<file path="config.mk">
export PLATFORM = sky130hd
export DESIGN_NAME = reg_dump_tx
export DESIGN_NICKNAME = d
export VERILOG_FILES = /design/src/rtl/reg_dump_tx.sv
export SDC_FILE = /design/constraint.sdc
export NUM_CORES = 1
export LEC_CHECK = 0
export CAP_MARGIN = 20
export CORE_ASPECT_RATIO = 0.8
export CORE_MARGIN = 4
export CORE_UTILIZATION = 40
export CTS_BUF_LIST = sky130_fd_sc_hd__clkbuf_16
export DETAILED_ROUTE_END_ITERATION = 8
export GPL_ROUTABILITY_DRIVEN = 0
export PLACE_DENSITY = 0.7
export SETUP_SLACK_MARGIN = 0.2
export SYNTH_ARGS = -nofsm -noshare
export SYNTH_HDL_FRONTEND = slang
export SYNTH_SLANG_ARGS = --single-unit
export TNS_END_PERCENT = 20
</file>
<file path="constraint.sdc">
create_clock -name clk -period 3.1 [get_ports clk]
set_clock_uncertainty 0.05 [all_clocks]
set_input_delay 0.62 -clock clk [delete_from_list [all_inputs] [get_ports clk]]
set_output_delay 0.62 -clock clk [all_outputs]
set_load 0.02 [all_outputs]
</file>
<file path="src/rtl/reg_dump_tx.sv">
// reg_dump_tx: walks the register file and sends each value as 8 hex ASCII chars plus CR LF over an 8N1 UART.
module reg_dump_tx #(
  parameter int CLKS_PER_BIT = 868,
  parameter int NREGS = 32
) (
  input  logic        clk,
  input  logic        rst,
  input  logic        start,
  input  logic [31:0] reg_data,
  output logic [4:0]  reg_sel,
  output logic        tx,
  output logic        busy,
  output logic        done
);
  localparam int BW = $clog2(CLKS_PER_BIT);
  typedef enum logic [1:0] {IDLE, CAPTURE, SEND} state_t;
  state_t state, state_n;
  logic [31:0] snap, snap_n;
  logic [3:0] char_idx, char_n, bit_idx, bit_n;
  logic [BW-1:0] baud, baud_n;
  logic [4:0] sel_n;
  logic busy_n, done_n, tx_n;
  function automatic logic [7:0] hex(input logic [3:0] n);
    return n < 4'd10 ? 8'h30 + {4'h0, n} : 8'h37 + {4'h0, n};
  endfunction
  // Frame bit b of character c: start, d0..d7 LSB-first, stop.
  function automatic logic frame_bit(input logic [31:0] s, input logic [3:0] c, input logic [3:0] b);
    logic [3:0] nib;
    logic [7:0] ch;
    nib = 4'(s >> (28 - 4 * int'(c[2:0])));
    ch = c == 4'd8 ? 8'h0D : c == 4'd9 ? 8'h0A : hex(nib);
    return b == 4'd0 ? 1'b0 : b == 4'd9 ? 1'b1 : ch[3'(b - 4'd1)];
  endfunction
  always_comb begin
    state_n = state;
    sel_n = reg_sel;
    busy_n = busy;
    done_n = done;
    snap_n = snap;
    char_n = char_idx;
    bit_n = bit_idx;
    baud_n = baud;
    case (state)
      IDLE: begin
        done_n = 1'b0;
        if (start) begin
          sel_n = 5'd0;
          busy_n = 1'b1;
          state_n = CAPTURE;
        end
      end
      CAPTURE: begin
        snap_n = reg_data;
        char_n = 4'd0;
        bit_n = 4'd0;
        baud_n = '0;
        state_n = SEND;
      end
      SEND: begin
        baud_n = baud == BW'(CLKS_PER_BIT - 1) ? '0 : baud + 1'b1;
        if (baud == BW'(CLKS_PER_BIT - 1)) begin
          bit_n = bit_idx == 4'd9 ? 4'd0 : bit_idx + 4'd1;
          if (bit_idx == 4'd9) begin
            char_n = char_idx == 4'd9 ? 4'd0 : char_idx + 4'd1;
            if (char_idx == 4'd9) begin
              state_n = reg_sel == 5'(NREGS - 1) ? IDLE : CAPTURE;
              sel_n = reg_sel == 5'(NREGS - 1) ? 5'd0 : reg_sel + 5'd1;
              busy_n = reg_sel != 5'(NREGS - 1);
              done_n = reg_sel == 5'(NREGS - 1);
            end
          end
        end
      end
      default: state_n = IDLE;
    endcase
    // tx is computed from next-state values so the registered output lines up with the bit counters.
    tx_n = state_n == SEND ? frame_bit(snap_n, char_n, bit_n) : 1'b1;
  end
  always_ff @(posedge clk) begin
    if (rst) begin
      state <= IDLE;
      reg_sel <= 5'd0;
      busy <= 1'b0;
      done <= 1'b0;
      tx <= 1'b1;
      snap <= 32'd0;
      char_idx <= 4'd0;
      bit_idx <= 4'd0;
      baud <= '0;
    end else begin
      state <= state_n;
      reg_sel <= sel_n;
      busy <= busy_n;
      done <= done_n;
      tx <= tx_n;
      snap <= snap_n;
      char_idx <= char_n;
      bit_idx <= bit_n;
      baud <= baud_n;
    end
  end
endmodule

</file>
## Yosys cells after proc, flatten, opt, wreduce, memory -nomap -nowiden

Cells that the tools add are included.

- Register bits after elaboration: 60
- Output and inout port bits: 8
- Logic and storage cells: 81

- Multiplexer cells: 38
- Bitwise gates (word level): 1
- Shift operators: 1
- Order comparisons: 2
- Reduce and logical (&&, ||, !) cells: 7
- Add/subtract/negate cells: 8
- Eq/ne operators: 15

Operators by type and width:

| cell | count |
|---|---|
| two-way mux 32 bit | 1 |
| >> shifter 32 x 32 -> 4 bit | 1 |
| two-way mux 5 bit | 5 |
| two-way mux 7 bit | 3 |
| equality test 4 bit (second input constant) | 5 |
| two-way mux 4 bit | 5 |
| one-hot mux 10 bit (2 select lines) | 1 |
| one-hot mux 4 bit (2 select lines) | 2 |
| adder 6 x 4 -> 7 bit (first input constant) | 2 |
| two-way mux 1 bit | 11 |
| adder 10 x 1 -> 10 bit (second input constant) | 1 |
| equality test 10 bit (second input constant) | 1 |
| two-way mux 10 bit | 1 |
| one-hot mux 5 bit (2 select lines) | 1 |
| adder 4 x 1 -> 4 bit (second input constant) | 2 |
| two-way mux 2 bit | 4 |
| inequality test 2 bit (second input constant) | 4 |
| one-hot mux 2 bit (3 select lines) | 1 |
| subtractor 5 x 5 -> 6 bit (first input constant) | 1 |
| adder 5 x 1 -> 5 bit (second input constant) | 1 |
| equality test 5 bit (second input constant) | 1 |
| inequality test 5 bit (second input constant) | 1 |
| AND reduction 5 bit | 1 |
| equality test 2 bit (second input constant) | 2 |
| other kinds (12) | 14 |

## Logic depth before layout (Yosys ltp)

Gate-level depths: netlist of run 1.

- Depth after elaboration: 15
- Gate-level depth with buffers: 15

## Least setup slack after synthesis of run 1

Ideal clock, no wire load.

- Kind: register to register
- Start: register state[1]
- End: register tx
- Path buffers: 3
- Cell stages (with the launch flop): 14
- Setup slack: -149 ps
- Arrival: 3072 ps
- Library setup time: 126 ps
- Required time: 2924 ps
- Cell sequence: dfxtp_1 inv_1 ha_1 buf_2 buf_2 clkbuf_1 mux4_2 a22oi_1 and3_1 ha_1 a21o_1 o21ai_1 a221oi_2 o211ai_2

- Word-level cells in the longest chain between the ends: 12
- Elaborated cells on any way between the ends: 31

RTL lines:

| element | line | RTL |
|---|---|---|
| start, declared | 17 | `state_t state, state_n;` |
| start signal, assigned | 91 | `state <= state_n;` |
| equality test 2 bit / equality test 2 x 1 -> 1 bit (equally long branches) | 43 | `case (state)` |
| one-hot mux 4 bit (2 select lines) | 43 |  |
| subtractor 5 x 5 -> 6 bit | 30 | `nib = 4'(s >> (28 - 4 * int'(c[2:0])));` |
| >> shifter 32 x 32 -> 4 bit | 30 |  |
| adder 6 x 4 -> 7 bit / less-than comparator 4 bit (equally long branches) | 24 | `return n < 4'd10 ? 8'h30 + {4'h0, n} : 8'h37 + {4'h0, n};` |
| two-way mux 7 bit | 24 |  |
| two-way mux 7 bit (2 in a row) | 31 | `ch = c == 4'd8 ? 8'h0D : c == 4'd9 ? 8'h0A : hex(nib);` |
| binary-select mux 1 bit (select 3 bit) | 32 | `return b == 4'd0 ? 1'b0 : b == 4'd9 ? 1'b1 : ch[3'(b - 4'd1)];` |
| two-way mux 1 bit (implied by the code) | 32 |  |
| two-way mux 1 bit (2 in a row) | 32 |  |
| end signal, assigned | 95 | `tx <= tx_n;` |
| end, declared | 11 | `output logic tx,` |

Several ways; a longest one is shown, not always the timed one. The select of a mux whose other input is x is not followed.
A chain may end at the register's enable or synchronous reset.

## Worst setup path in the final report of run 1

- Start: register baud[7]
- End: register tx

- Word-level cells in the longest chain between the ends: 13
- Elaborated cells on any way between the ends: 27

RTL lines:

| element | line | RTL |
|---|---|---|
| start, declared | 20 | `logic [BW-1:0] baud, baud_n;` |
| start signal, assigned | 99 | `baud <= baud_n;` |
| equality test 10 bit (*) | 61 | `if (baud == BW'(CLKS_PER_BIT - 1)) begin` |
| two-way mux 4 bit | 61 |  |
| one-hot mux 4 bit (2 select lines) | 43 |  |
| subtractor 5 x 5 -> 6 bit | 30 |  |
| >> shifter 32 x 32 -> 4 bit | 30 |  |
| adder 6 x 4 -> 7 bit / less-than comparator 4 bit (equally long branches) | 24 |  |
| two-way mux 7 bit | 24 |  |
| two-way mux 7 bit (2 in a row) | 31 |  |
| binary-select mux 1 bit (select 3 bit) | 32 |  |
| two-way mux 1 bit (implied by the code) | 32 |  |
| two-way mux 1 bit (2 in a row) | 32 |  |

Every way passes the cells marked *; elsewhere a longest branch is shown, timed or not. The select of a mux whose other input is x is not followed.

==> impl_metrics.ini, run 1 <==
[run_status]
outcome = finished, final reports clean

[synthesis]
async_flop_share_pct = 0
mappedNetlistArea_um2 = 3350
syn-instance-count = 356
synth-warning-count = 0
synthesis.area_per_instance_um2 = 9.40
synth_seq_area_share_pct = 35.9
syn-num-nets = 403
synth_top_cell_by_area = dfxtp_1
edff_count_synth = 0
synth_top_cell_area_share_pct = 35.9
synth-main-ff-cell = dfxtp_1
synthTopCellsByCount = 61 x nor2_1, 60 x dfxtp_1, 33 x mux2i_1
ys_top_cells_by_area = dfxtp_1 36%, mux2i_1 9.9%, nor2_1 6.8%
number_of_unique_standard_cell_types_used_by_synthesis = 64
flip_flop_and_latch_count_after_synthesis = 60
synth.most_common_cell = nor2_1

[sta]
max-slew-margin-rel_pct = 48.6
drv_slew = 0
timing.hold.ws_ns = 0.435
setup_ws_ns = 0.00654
max_slew.worst_pin.slew_ns = 0.770
final.min_clock_period_ns = 3.09
timing_hold_violations_final = 0
final-setup-viol-count = 0
fin_tns_setup_ns = 0
layout_worst_path_cycle_share_pct = 99.8
rsz0062_at_grt = true
highest_attainable_clock_frequency_mhz = 323

[final_layout]
num_antenna_cells = 0
syn_to_final_growth_pct = 37.8
finalNetCount = 482
layout.filler_cells = 683
seqCellArea_um2 = 1210
post_route_cells_drive_above_1_share_pct = 25.1
multi_input_area_um2 = 2170

[power_and_ir_drop]
part_of_the_power_in_the_clock_network_pct = 44.1
share_seq_of_total_power_pct = 35.8
netSwitchingFraction_pct = 25.0
p_leak_nw = 1.77
ir_worst_vdd_mv = 0.378
power_frac_comb_pct = 20.1
p_int_w = 0.00175
total_switching_power_w = 0.000582
power_density_nw_per_um2 = 505

[cts]
clock_network_latency_to_the_later_pin_of_the_worst_skew_pair_ns = 0.32
cts-root-to-sink-buffers = 2
cts.reportedPaths.clkPinSlew_ns = 0.05
tritoncts_num_sinks = 60
count_of_h_tree_levels_built_during_cts = 3
cts_tree = built
cts_root_buffer = clkbuf_16
numCtsBuffers = 9

[floorplan]
floorplan.initialDensity_pct = 41.7
fp.dieArea_um2 = 9900
core_area_um2 = 8020
die_height_um = 89.8
std_cell_rows = 29
design.portCount = 43
die_x_um = 110

[drt]
post-route-drc-count = 0
vias = 2944
wirelength_um = 8440
antenna_left = 0
post_drt_wl_per_cell_um = 15.4
avgViaCountPerCell = 5.38
detailedRoute.firstIterationViolations = 138
drt_pass1_iterations = 4

[grt]
global_route_wire_length_before_repair_um = 14000
grt.total_usage_pct = 17.7
grt_start_max_net_pins = 43
grt_remaining_overflow = 0
first_global_vias = 3016
antenna_found_initial = 0

[place]
portBuffers = 42
post-dp-hpwl_um = 6120
place_worst_setup_slack_ns = 0.0224

[min_path]
hold_path.class = reg -> reg

[setup_path]
crit_type = reg -> reg
setup.worst_path.end_class = flip-flop
worstPathArrival_ns = 3.28
crit_path_max_fanout = 14
timing.critical_path.from_type = flip-flop
cp_data_required_time_ns = 3.29

[flow_run]
max_cap_viol_count = 0
## critical path: stages, from the launching register on
cell,delay (ns)
dfxtp_2,0.35
or4b_4,0.57
nor2_4,0.12
a31oi_4,0.11
nor2_4,0.11
buf_12,0.15
mux4_1,0.29
a221o_1,0.38
nor2_4,0.18
nand3_1,0.13
a211oi_1,0.39
o21ai_2,0.10
o211ai_2,0.08
## final timing paths
path,from,to,slack [ns],cells past startpoint
max,baud[7]$_SDFFE_PP0N_,tx$_SDFF_PP1_,0.007,12
min,busy$_SDFFE_PP0P_,busy$_SDFFE_PP0P_,0.43,2
max reg2reg,baud[7]$_SDFFE_PP0N_,tx$_SDFF_PP1_,0.007,12
min reg2reg,busy$_SDFFE_PP0P_,busy$_SDFFE_PP0P_,0.43,2
## layout make-up
cell class | instances | share of cell area, %
clock buffers | 9 | 4.88
clock inverters | 6 | 1.74
inverters | 9 | 0.733
multi-input cells | 271 | 47.0
flip-flops and latches | 60 | 26.3
well taps | 108 | 2.93
repair buffers | 84 | 16.4
## cell usage in the layout, fill, tap and decap left out, types with 5 or more instances in the layout
cell | netlist | final
a21oi_1 | 16 | 16
buf_4 | 0 | 40
clkbuf_16 | 0 | 9
clkdlybuf4s50_1 | 0 | 41
dfxtp_1 | 60 | 53
dfxtp_2 | 0 | 6
ha_1 | 12 | 9
inv_1 | 9 | 9
mux2i_1 | 33 | 33
mux4_2 | 9 | 10
nand2_1 | 26 | 24
nand3_1 | 10 | 10
nand4_1 | 5 | 5
nor2_1 | 61 | 60
nor2b_1 | 6 | 6
nor3_1 | 5 | 5
o21ai_0 | 7 | 6
xor2_1 | 6 | 6
## registers in the layout, summed over array words and instances (netlist names)
name      flops
snap         32
baud         10
reg_sel       5
bit_idx       4
char_idx      4
state         2
busy          1
done          1
tx            1
## power groups by stage
stage / Clock [W] / Sequential, W / Combinational (W)
6_report: 0.00103 / 0.000834 / 0.000468
5_1_grt: 0.00109 / 0.000839 / 0.000510
4_1_cts: 0.00105 / 0.000834 / 0.000459
3_5_place_dp: 0 / 0.000850 / 0.000448
3_3_place_gp: 0 / 0.000848 / 0.000441
2_1_floorplan: 0 / 0.000851 / 0.000290
## repair_timing
action,CTS,global route
gates resized for setup,8,11
hold buffers,0,0
pin swaps,8,3
endpoints found under the setup margin,1,3
buffers inserted,1,2
## cells by family after synthesis
logic type / after synthesis / share of synthesized area [%]
buffers and inverters: 25 / 3.33
xor gates and xnor gates: 9 / 2.36
AOI/OAI and AO/OA: 58 / 11.9
adders and majority gates: 12 / 4.49
and+or+nand+nor: 145 / 23.0
DFF: 60 / 35.9
muxes: 47 / 19.0
## per-layer routing
layer  vias to the layer above  wire (µm)  track usage (%)
met4                         0        124             6.56
met1                      1423       3900             24.2
met3                        11        358             4.15
met5                         -          0                0
met2                        63       4060             27.1
li1                       1447          -                -
## stage by stage
| stage | utilization, % | power (W) | instances | area, µm² |
|---|---|---|---|---|
| 3_3_place_gp | 52.5 | 0.00129 | 529 | 4210 |
| 6_report | 57.5 | 0.00233 | 547 | 4610 |
| 2_1_floorplan | - | 0.00114 | 356 | 3420 |
| 5_1_grt | 57.5 | 0.00244 | 547 | 4610 |
| 4_1_cts | 56.7 | 0.00234 | 545 | 4550 |
| 3_5_place_dp | 52.5 | 0.00130 | 529 | 4210 |
Power figures use the tool's default switching activity.
==> run 2, diff against run 1 <==
--- a/config.mk
+++ b/config.mk
@@ -10,6 +10,7 @@
 export CORE_MARGIN = 4
 export CORE_UTILIZATION = 40
 export CTS_BUF_LIST = sky130_fd_sc_hd__clkbuf_16
+export CTS_CLUSTER_DIAMETER = 50
 export DETAILED_ROUTE_END_ITERATION = 8
 export GPL_ROUTABILITY_DRIVEN = 0
 export PLACE_DENSITY = 0.7
==> results of run 2 <==
No change in the layout: final DEF, timing and power equal those of run 1.
==> run 3, diff against run 2 <==
--- a/config.mk
+++ b/config.mk
@@ -8,12 +8,12 @@
 export CAP_MARGIN = 20
 export CORE_ASPECT_RATIO = 0.8
 export CORE_MARGIN = 4
-export CORE_UTILIZATION = 40
-export CTS_BUF_LIST = sky130_fd_sc_hd__clkbuf_16
+export CORE_UTILIZATION = 30
+export CTS_BUF_LIST = sky130_fd_sc_hd__clkbuf_8 sky130_fd_sc_hd__clkbuf_16
 export CTS_CLUSTER_DIAMETER = 50
 export DETAILED_ROUTE_END_ITERATION = 8
 export GPL_ROUTABILITY_DRIVEN = 0
-export PLACE_DENSITY = 0.7
+export PLACE_DENSITY = 0.57
 export SETUP_SLACK_MARGIN = 0.2
 export SYNTH_ARGS = -nofsm -noshare
 export SYNTH_HDL_FRONTEND = slang
==> run 3 against run 2 <==
  * Non-clock buffer count is 9 higher
  * Critical path depth is 2 higher
  * Via count hardly changed
  * Die area is 30% higher
  * Register-to-register slack hardly changed
  * Final area is 3.4% higher
  * Sequential power hardly changed
  * Fmax is 0.26% higher
  * Critical path type unchanged
  * Critical endpoint unchanged
  * Largest cell class unchanged
  * Largest power group unchanged
==> impl_metrics.ini, run 3 (synthesized netlist as in run 1, its figures left out) <==
[power_and_ir_drop]
p_leak_nw = 1.83
ir_worst_vdd_mv = 0.290
power_density_nw_per_um2 = 484
fin_total_pwr_w = 0.00231

[setup_path]
r2r-start = baud[4]$_SDFFE_PP0N_
worstPathBufferInverterCount = 3
r2r_cells = 14
crit_path_max_cell_delay_ns = 0.38
crit_type = reg -> reg
cpLargestDelayFamily = simple AND/OR/NAND/NOR gates
reg2reg_slack_ns = 0.01
timing.critical_path.slowest_stage_cell = a221o_1
setup.worst_path.end_class = flip-flop
ordered_list_of_cells_on_the_worst_path = buf_6 > nor4b_4 > nand4_4 > nor4_4 > buf_4 > nor2_4 > buf_4 > mux2i_1 > a221o_1 > nor2_4 > a21boi_4 > xnor2_1 > a221oi_2 > o211ai_2
cp_data_required_time_ns = 3.26
timing.critical_path.depth = 14
worst_setup_path_endpoint = tx$_SDFF_PP1_
crit_path_max_fanout = 6
worstPathArrival_ns = 3.24
timing.rr.end = tx$_SDFF_PP1_
cp-startpoint = baud[4]$_SDFFE_PP0N_
timing.critical_path.from_type = flip-flop

[sta]
final.min_clock_period_ns = 3.09
max-slew-margin-rel_pct = 63.3
rsz0062_at_grt = true
highest_attainable_clock_frequency_mhz = 324
drv_slew = 0
layout_worst_path_cycle_share_pct = 99.5
fin_tns_setup_ns = 0
final-setup-viol-count = 0
max_slew.worst_pin.slew_ns = 0.550
timing_hold_violations_final = 0

[min_path]
hold_start = snap[22]$_SDFF_PP0_
hold_path.class = reg -> reg

[run_status]
outcome = finished, final reports clean

[final_layout]
layout_top_registers = snap: 32 flops, baud: 10 flops, reg_sel: 5 flops
final_util_pct = 43.8
post_route_cells_drive_above_1_share_pct = 28.9
finish.cell_count_without_fillers = 594
syn_to_final_growth_pct = 42.5
finalNetCount = 492
final_cell_area_um2 = 4770
top_register = snap
flip_flop_count_of_the_largest_register_after_layout = 32
most-common-layout-cells = 59 x nor2_1, 53 x dfxtp_1, 48 x buf_4
most_common_cell_after_layout_fill_and_taps_aside = nor2_1
num_antenna_cells = 0

[cts]
cts_root_buffer = clkbuf_16
cts.reportedPaths.clkPinSlew_ns = 0.05
cts-hold-fix-buffers = 0
cts-root-to-sink-buffers = 2
count_of_h_tree_levels_built_during_cts = 3
tritoncts_num_sinks = 60
numCtsBuffers = 9
clock_network_latency_to_the_later_pin_of_the_worst_skew_pair_ns = 0.33
cts_tree = built

[drt]
wirelength_um = 8500
post_drt_wl_per_cell_um = 14.3
vias = 2945
avgViaCountPerCell = 4.96
antenna_left = 0
detailedRoute.firstIterationViolations = 150
post-route-drc-count = 0
drt_pass1_iterations = 5

[place]
placed_cells_incl_taps = 566
portBuffers = 42
post-dp-hpwl_um = 6040
placed_cell_area_um2 = 4240

[floorplan]
fp.dieArea_um2 = 12900
core_area_um2 = 10900
design.portCount = 43
std_cell_rows = 34
die_height_um = 102
die_x_um = 126
floorplan.initialDensity_pct = 30.7

[grt]
grt.total_usage_pct = 13.3
grt_remaining_overflow = 0
global_route_wire_length_before_repair_um = 14000
first_global_vias = 2879
grt_start_max_net_pins = 51
antenna_found_initial = 0

[flow_run]
max_cap_viol_count = 0
[run 3: cell count changes in the layout (fill, tap and decap cells not counted), moves of 2 or more]
cell	before	now
buf_6	0	2
clkinvlp_4	0	2
a22oi_1	3	1
clkinv_1	3	0
nor2_4	3	6
clkinv_2	0	2
buf_4	40	48
a22oi_2	2	4
[run 3: what timing repair did]
item                       CTS  global route
setup buffers                7             4
cloned                       1             0
setup endpoints to repair    1             1
resized for setup            6            23
pin swaps                   11            13
hold endpoints to repair     0             0
[run 3: metrics by stage]
stage / hold slack, ns / setup WS [ns]
6_report: 0.435 / 0.0147
5_1_grt: 0.466 / -0.162
4_1_cts: 0.441 / -0.0161
3_5_place_dp: 0.427 / -0.0725
3_3_place_gp: 0.417 / -0.00429
2_1_floorplan: 0.402 / 0.141
[run 3: layout make-up]
type / instances / area [µm²]
multi-input combinational: 272 / 2220
tap: 144 / 180
clock buffer: 10 / 239
sequential: 60 / 1210
fill: 1077 / 6120
inverter: 9 / 33.8
clock inverter: 6 / 63.8
timing repair buffer: 93 / 818
[run 3: routing by layer]
metal  track usage (%)  vias up  share of wire, %
met5                 0        -                 0
met4              4.45        0               1.4
met3              2.82       11               3.2
met2              20.6       53                45
met1              18.5     1413                51
li1                  -     1468                 -
[run 3: worst register-to-register path, cell delays in order (launching register included)]
cell      delay [ns]
dfxtp_2         0.32
buf_6           0.12
nor4b_4         0.34
nand4_4         0.19
nor4_4          0.17
buf_4           0.19
nor2_4          0.08
buf_4           0.17
mux2i_1         0.13
a221o_1         0.38
nor2_4          0.21
a21boi_4        0.09
xnor2_1         0.14
a221oi_2        0.26
o211ai_2        0.11
[run 3: how the worst min path moves through the flow]
stage                          endpoint  slack (ns)  cells past startpoint
floorplan           snap[22]$_SDFF_PP0_        0.40                      2
global placement     snap[0]$_SDFF_PP0_        0.42                      2
detailed placement  snap[25]$_SDFF_PP0_        0.43                      2
CTS                  snap[5]$_SDFF_PP0_        0.44                      2
global route         snap[8]$_SDFF_PP0_        0.47                      2
finish              snap[22]$_SDFF_PP0_        0.44                      2
[run 3: power breakdown]
part	leakage (nW)	internal, W	switching (W)	total (W)
Clock	0.144	0.000642	0.000365	0.00101
Sequential	0.491	0.000814	0.0000181	0.000832
Combinational	1.19	0.000244	0.000226	0.000470
Total	1.83	0.00170	0.000609	0.00231
